## config.mk

```make
export PLATFORM = sky130hd
export DESIGN_NAME = cpu_run_ctrl_flat
export DESIGN_NICKNAME = d
export VERILOG_FILES = /design/src/rtl/cpu_run_ctrl_if.sv /design/src/rtl/cpu_run_ctrl.sv /design/src/flat_wrapper.sv
export SDC_FILE = /design/constraint.sdc
export NUM_CORES = 1
export LEC_CHECK = 0
export BUFFER_PORTS_ARGS = -buffer_cell sky130_fd_sc_hd__buf_2
export CELL_PAD_IN_SITES_DETAIL_PLACEMENT = 1
export CELL_PAD_IN_SITES_GLOBAL_PLACEMENT = 1
export CORE_MARGIN = 10
export CORE_UTILIZATION = 37
export DETAILED_ROUTE_END_ITERATION = 8
export PLACE_DENSITY_LB_ADDON = 0.3
export SLEW_MARGIN = 40
export SYNTH_ARGS = -nofsm -noshare
export SYNTH_HDL_FRONTEND = slang
export SYNTH_SLANG_ARGS = --single-unit
```

## constraint.sdc

```tcl
create_clock -name clk -period 6.1 [get_ports clk]
set_clock_uncertainty 0.2 [all_clocks]
set_input_delay 0.915 -clock clk [delete_from_list [all_inputs] [get_ports clk]]
set_output_delay 0.915 -clock clk [all_outputs]
set_load 0.05 [all_outputs]
```

## src/rtl/cpu_run_ctrl_if.sv

```systemverilog
// Run-control bundle between the CPU run controller and its surroundings
// (mode select, step/tick sources, breakpoint, CPU enable and status).
interface cpu_run_ctrl_if #(
    parameter int CNT_W = 16
);
    logic [1:0]       clkSel;
    logic             stepPulse;
    logic             tick1Hz;
    logic             tick10Hz;
    logic             resumePulse;
    logic [11:0]      pcAddr;
    logic [11:0]      bpAddr;
    logic             bpEn;
    logic             cpuEn;
    logic [1:0]       state;
    logic [CNT_W-1:0] instCount;

    modport master (
        output clkSel, stepPulse, tick1Hz, tick10Hz, resumePulse,
        output pcAddr, bpAddr, bpEn,
        input  cpuEn, state, instCount
    );

    modport slave (
        input  clkSel, stepPulse, tick1Hz, tick10Hz, resumePulse,
        input  pcAddr, bpAddr, bpEn,
        output cpuEn, state, instCount
    );
endinterface

```

## src/rtl/cpu_run_ctrl.sv

```systemverilog
// CPU run controller: step/1 Hz/10 Hz/full-speed clock enable with a dead gap
// on mode changes; breakpoint/HALT logic present only with CPU_RUN_CTRL_BKPT_EN.
module cpu_run_ctrl #(
    parameter int CNT_W = 16,
    parameter int GAP   = 2
) (
    input  logic         clk,
    input  logic         rst,
    cpu_run_ctrl_if.slave bus
);
    typedef enum logic [1:0] {
        ST_RUN    = 2'b00,
        ST_HALT   = 2'b01,
        ST_SWITCH = 2'b10
    } state_t;

    state_t           state_q;
    logic [1:0]       mode_reg_q;
    logic             init_q;
    logic [3:0]       gap_q;
    logic             skip_bp_q;
    logic [CNT_W-1:0] inst_count_q;

    logic             mode_chg_s;
    logic             src_s;
    logic             bp_hit_s;
    logic             cpu_en_s;

    // init_q masks the first cycle after reset, while mode_reg_q is still unloaded.
    assign mode_chg_s = !init_q && (bus.clkSel != mode_reg_q);

`ifdef CPU_RUN_CTRL_BKPT_EN
    assign bp_hit_s = bus.bpEn && (bus.pcAddr == bus.bpAddr) && !skip_bp_q;
`else
    logic unused_bkpt_s;
    assign bp_hit_s      = 1'b0;
    assign unused_bkpt_s = ^{bus.bpAddr, bus.bpEn, bus.resumePulse};
`endif

    // Run source selected by the live mode; it equals mode_reg_q whenever cpuEn may fire.
    always_comb begin
        src_s = 1'b0;
        case (bus.clkSel)
            2'b00:   src_s = bus.stepPulse;
            2'b01:   src_s = bus.tick1Hz;
            2'b10:   src_s = bus.tick10Hz;
            2'b11:   src_s = 1'b1;
            default: src_s = 1'b0;
        endcase
    end

    // CPU enable: mode change and reset win over every other source.
    always_comb begin
        cpu_en_s = 1'b0;
        if (rst || mode_chg_s) begin
            cpu_en_s = 1'b0;
        end else begin
            case (state_q)
                ST_RUN:  cpu_en_s = src_s && !bp_hit_s;
                ST_HALT: cpu_en_s = bus.stepPulse;
                default: cpu_en_s = 1'b0;
            endcase
        end
    end

    // Run-control FSM, gap counter, breakpoint skip flag and instruction counter.
    always_ff @(posedge clk or posedge rst) begin
        if (rst) begin
            state_q      <= ST_RUN;
            mode_reg_q   <= 2'b00;
            init_q       <= 1'b1;
            gap_q        <= 4'd0;
            skip_bp_q    <= 1'b0;
            inst_count_q <= {CNT_W{1'b0}};
        end else begin
            mode_reg_q <= bus.clkSel;
            init_q     <= 1'b0;

            if (cpu_en_s && (inst_count_q != {CNT_W{1'b1}})) begin
                inst_count_q <= inst_count_q + {{(CNT_W-1){1'b0}}, 1'b1};
            end

            if (mode_chg_s) begin
                state_q   <= ST_SWITCH;
                gap_q     <= 4'(GAP);
                skip_bp_q <= 1'b0;
            end else begin
                case (state_q)
                    ST_RUN: begin
                        if (bp_hit_s) begin
                            state_q   <= ST_HALT;
                            skip_bp_q <= 1'b0;
                        end else if (skip_bp_q && (bus.pcAddr != bus.bpAddr)) begin
                            skip_bp_q <= 1'b0;
                        end
                    end
                    ST_HALT: begin
                        // Skip the breakpoint once so the halted instruction can execute.
                        if (bus.resumePulse) begin
                            state_q   <= ST_RUN;
                            skip_bp_q <= 1'b1;
                        end
                    end
                    ST_SWITCH: begin
                        if (gap_q <= 4'd1) begin
                            state_q <= ST_RUN;
                            gap_q   <= 4'd0;
                        end else begin
                            gap_q <= gap_q - 4'd1;
                        end
                    end
                    default: begin
                        state_q <= ST_RUN;
                        gap_q   <= 4'd0;
                    end
                endcase
            end
        end
    end

    assign bus.cpuEn     = cpu_en_s;
    assign bus.state     = state_q;
    assign bus.instCount = inst_count_q;
endmodule

```

## src/flat_wrapper.sv

```systemverilog
// flat-port wrapper written by rule: the top's interface ports become plain ports
module cpu_run_ctrl_flat 
#(
    parameter int CNT_W = 16,
    parameter int GAP   = 2
)
  (clk, rst, bus_clkSel, bus_stepPulse, bus_tick1Hz, bus_tick10Hz, bus_resumePulse, bus_pcAddr, bus_bpAddr, bus_bpEn, bus_cpuEn, bus_state, bus_instCount);
  cpu_run_ctrl_if #(.CNT_W(CNT_W)) bus_i ();
  input  logic clk;
  input  logic rst;
  input wire logic [$bits(bus_i.clkSel)-1:0] bus_clkSel;
  input wire logic [$bits(bus_i.stepPulse)-1:0] bus_stepPulse;
  input wire logic [$bits(bus_i.tick1Hz)-1:0] bus_tick1Hz;
  input wire logic [$bits(bus_i.tick10Hz)-1:0] bus_tick10Hz;
  input wire logic [$bits(bus_i.resumePulse)-1:0] bus_resumePulse;
  input wire logic [$bits(bus_i.pcAddr)-1:0] bus_pcAddr;
  input wire logic [$bits(bus_i.bpAddr)-1:0] bus_bpAddr;
  input wire logic [$bits(bus_i.bpEn)-1:0] bus_bpEn;
  output wire logic [$bits(bus_i.cpuEn)-1:0] bus_cpuEn;
  output wire logic [$bits(bus_i.state)-1:0] bus_state;
  output wire logic [$bits(bus_i.instCount)-1:0] bus_instCount;
  assign bus_i.clkSel = bus_clkSel;
  assign bus_i.stepPulse = bus_stepPulse;
  assign bus_i.tick1Hz = bus_tick1Hz;
  assign bus_i.tick10Hz = bus_tick10Hz;
  assign bus_i.resumePulse = bus_resumePulse;
  assign bus_i.pcAddr = bus_pcAddr;
  assign bus_i.bpAddr = bus_bpAddr;
  assign bus_i.bpEn = bus_bpEn;
  assign bus_cpuEn = bus_i.cpuEn;
  assign bus_state = bus_i.state;
  assign bus_instCount = bus_i.instCount;
  cpu_run_ctrl #(.CNT_W(CNT_W), .GAP(GAP)) u_core (.clk(clk), .rst(rst), .bus(bus_i));
endmodule
```

==> metrics.yaml <==
status:
  status: "completed"
timing:
  max_freq_ghz: 0.271
  setup_viol: 0
  relSlewSlack: 0.612
  finalCritPeriodShare: 0.604
  rsz0062_at_grt: "false"
  slew_violations: 0
  final.setup.tns_ps: 0
  tightest_slew_ps: 580
  hold_violations: 0
  period_needed_ps: 3680
global_routing:
  grt_pass1_vias: 1057
  grt_max_degree: 26
  track_usage: 0.102
  overflow: 0
  grt_pass1_wl_mm: 5.07
  antenna_found_initial: 0
synthesis:
  synth-seq-cells: 24
  yosysWarnings: 0
  ys_seq_area_frac: 0.503
  synth_area_um2: 1200
  synth_edf_count: 0
  async_flop_share: 1.00
  synthTopCellsByCount: "dfrtp_1, xor2_1, nand2_1, nor2_1, xnor2_1"
  yosys.cell_count.top_type: "dfrtp_1"
  yosys_most_used_dff: "dfrtp_1"
  synthCells: 111
  ys_types: 34
  synth_top_area_share: 0.481
  synth.avg_cell_area_um2: 10.8
  yosys-top-cells-area: "dfrtp_1, xor2_1, xnor2_1, ha_1, nor4b_2"
  synth_top_cell_by_area: "dfrtp_1"
floorplan:
  initial_core_util: 0.389
  die_x_um: 76.9
  die_h_um: 76.9
  rows: 20
  design.die.area_um2: 5910
  core_area_um2: 3080
  top_level_ports: 52
clocking:
  root_buffer: "clkbuf_4"
  postCtsSetupBuffers: 0
  cts_buffers: 3
  cts_max_path_buffers: 2
  cts_sinks: 24
  cts_resized: 0
  cts_tree: "done"
  htreeDepth: 1
  cts_hold_buf: 0
  insertion_delay_ps: 310
  clk_pin_slew_ps: 130
layout:
  layout.nets: 176
  postLayoutCoreUtil: 0.455
  fillCellCount: 371
  drive_above_1_share: 0.252
  diodes: 0
  syn_to_final_growth_pct: 17.0
power:
  p_leak_nw: 0.706
  p_per_area_nw_per_um2: 329
  ir_drop_mv: 0.160
setup_path:
  reg2reg_slack_ps: 3870
  worst_ep_required_time_ps: 4980
  r2r_cells: 6
  cp.arrival_ps: 2570
  critPathKind: "input pin to output port"
  crit_path_end_kind: "output port"
  cp_max_fo: 25
  crit_path_start_kind: "input pin"
min_path:
  holdPathStages: 1
  hold_path.class: "flop to flop"
routing:
  ant_nets: 0
  viasPerCell: 5.03
  post_drt_wl_per_cell_um: 15.9
  finalWirelength_mm: 2.91
  drc: 0
  num_vias: 921
  dr.first_iter.drc_count: 48
  drt_pass1_iterations: 4
placed_design:
  dp_hpwl_mm: 2.20
  place.gp.congestion: 0.710
  io_buffers: 24
run:
  maxCapViolCount: 0
==> final cells by class <==
cell class              count  area (µm²)  area share
clock buffers               4        36.3      0.0259
inverters                   6        27.5      0.0197
multi-input cells          80         552       0.394
flip-flops and latches     24         602       0.430
well taps                  44        55.1      0.0393
repair buffers             25         128      0.0912
==> cell usage in the layout, fill, tap and decap left out, drive strengths merged, types with 2 or more instances in the layout <==
cell and count:
a21oi 6, conb 2, nand3 4, inv 6, buf 25, ha 3, nor3 5, clkbuf 4
nor4b 2, nand2b 2, o21ai 2, nor2 7, and4 3, nand4 4, nor4 3, xnor2 7
nand2 7, dfrtp 23, xor2 8, mux2 2, and3 4
==> state kept, by name, summed over array words and instances (netlist names) <==
name and cells:
u_core.bus.instCount 16, u_core.gap_q 4, u_core.mode_reg_q 2, u_core.bus.state 1, u_core.init_q 1
==> path summary, 6_finish.rpt <==
kind	from	to
max	rst	bus_cpuEn
min	u_core.bus.instCount[10]	u_core.bus.instCount[10]
max reg2reg	u_core.mode_reg_q[0]	u_core.bus.instCount[14]
min reg2reg	u_core.bus.instCount[10]	u_core.bus.instCount[10]
max in group asynchronous	rst	u_core.init_q
min in group asynchronous	rst	u_core.bus.instCount[11]
==> where the power goes <==
| group | internal (mW) | leakage (nW) | total, mW | switching (mW) |
|---|---|---|---|---|
| Combinational | 0.0488 | 0.371 | 0.163 | 0.115 |
| Clock | 0.0365 | 0.0210 | 0.0842 | 0.0477 |
| Sequential | 0.185 | 0.314 | 0.214 | 0.0288 |
| Total | 0.270 | 0.706 | 0.461 | 0.191 |
==> metal layers <==
| layer | GRT usage | share of wire | vias up |
|---|---|---|---|
| li1 | - | - | 442 |
| met1 | 0.107 | 0.42 | 464 |
| met2 | 0.196 | 0.54 | 11 |
| met3 | 0.0198 | 0.026 | 4 |
| met4 | 0.0335 | 0.0082 | 0 |
| met5 | 0 | 0 | - |
==> through the flow <==
| stage | setup WS, ps | cells | power (mW) | instance area, µm² | hold WS, ps |
|---|---|---|---|---|---|
| floorplan | 2700 | 112 | 0.341 | 1200 | 291 |
| global placement | 2410 | 179 | 0.377 | 1360 | 276 |
| detailed placement | 2370 | 179 | 0.385 | 1360 | 290 |
| CTS | 2360 | 183 | 0.470 | 1400 | 308 |
| global route | 2260 | 183 | 0.498 | 1400 | 333 |
| finish | 2420 | 183 | 0.461 | 1400 | 300 |
==> critical path, cell delays in order <==
cell	delay [ps]
buf_2	90
inv_1	40
buf_4	300
o311ai_0	170
or3_1	570
inv_6	180
buf_2	280
==> kinds of logic (layout without fill, tap and decap cells) <==
kind of cell	count (synthesis)	in the layout	share of synthesized area
muxes	3	3	0.0272
adders and majority gates	3	3	0.0314
AOI/OAI and AO/OA	11	11	0.0565
DFF	24	24	0.503
xor gates and xnor gates	15	15	0.110
other	1	2	0.00314
and+or+nand+nor	46	46	0.230
buffers and inverters	8	35	0.0387
Power figures use the tool's default switching activity.
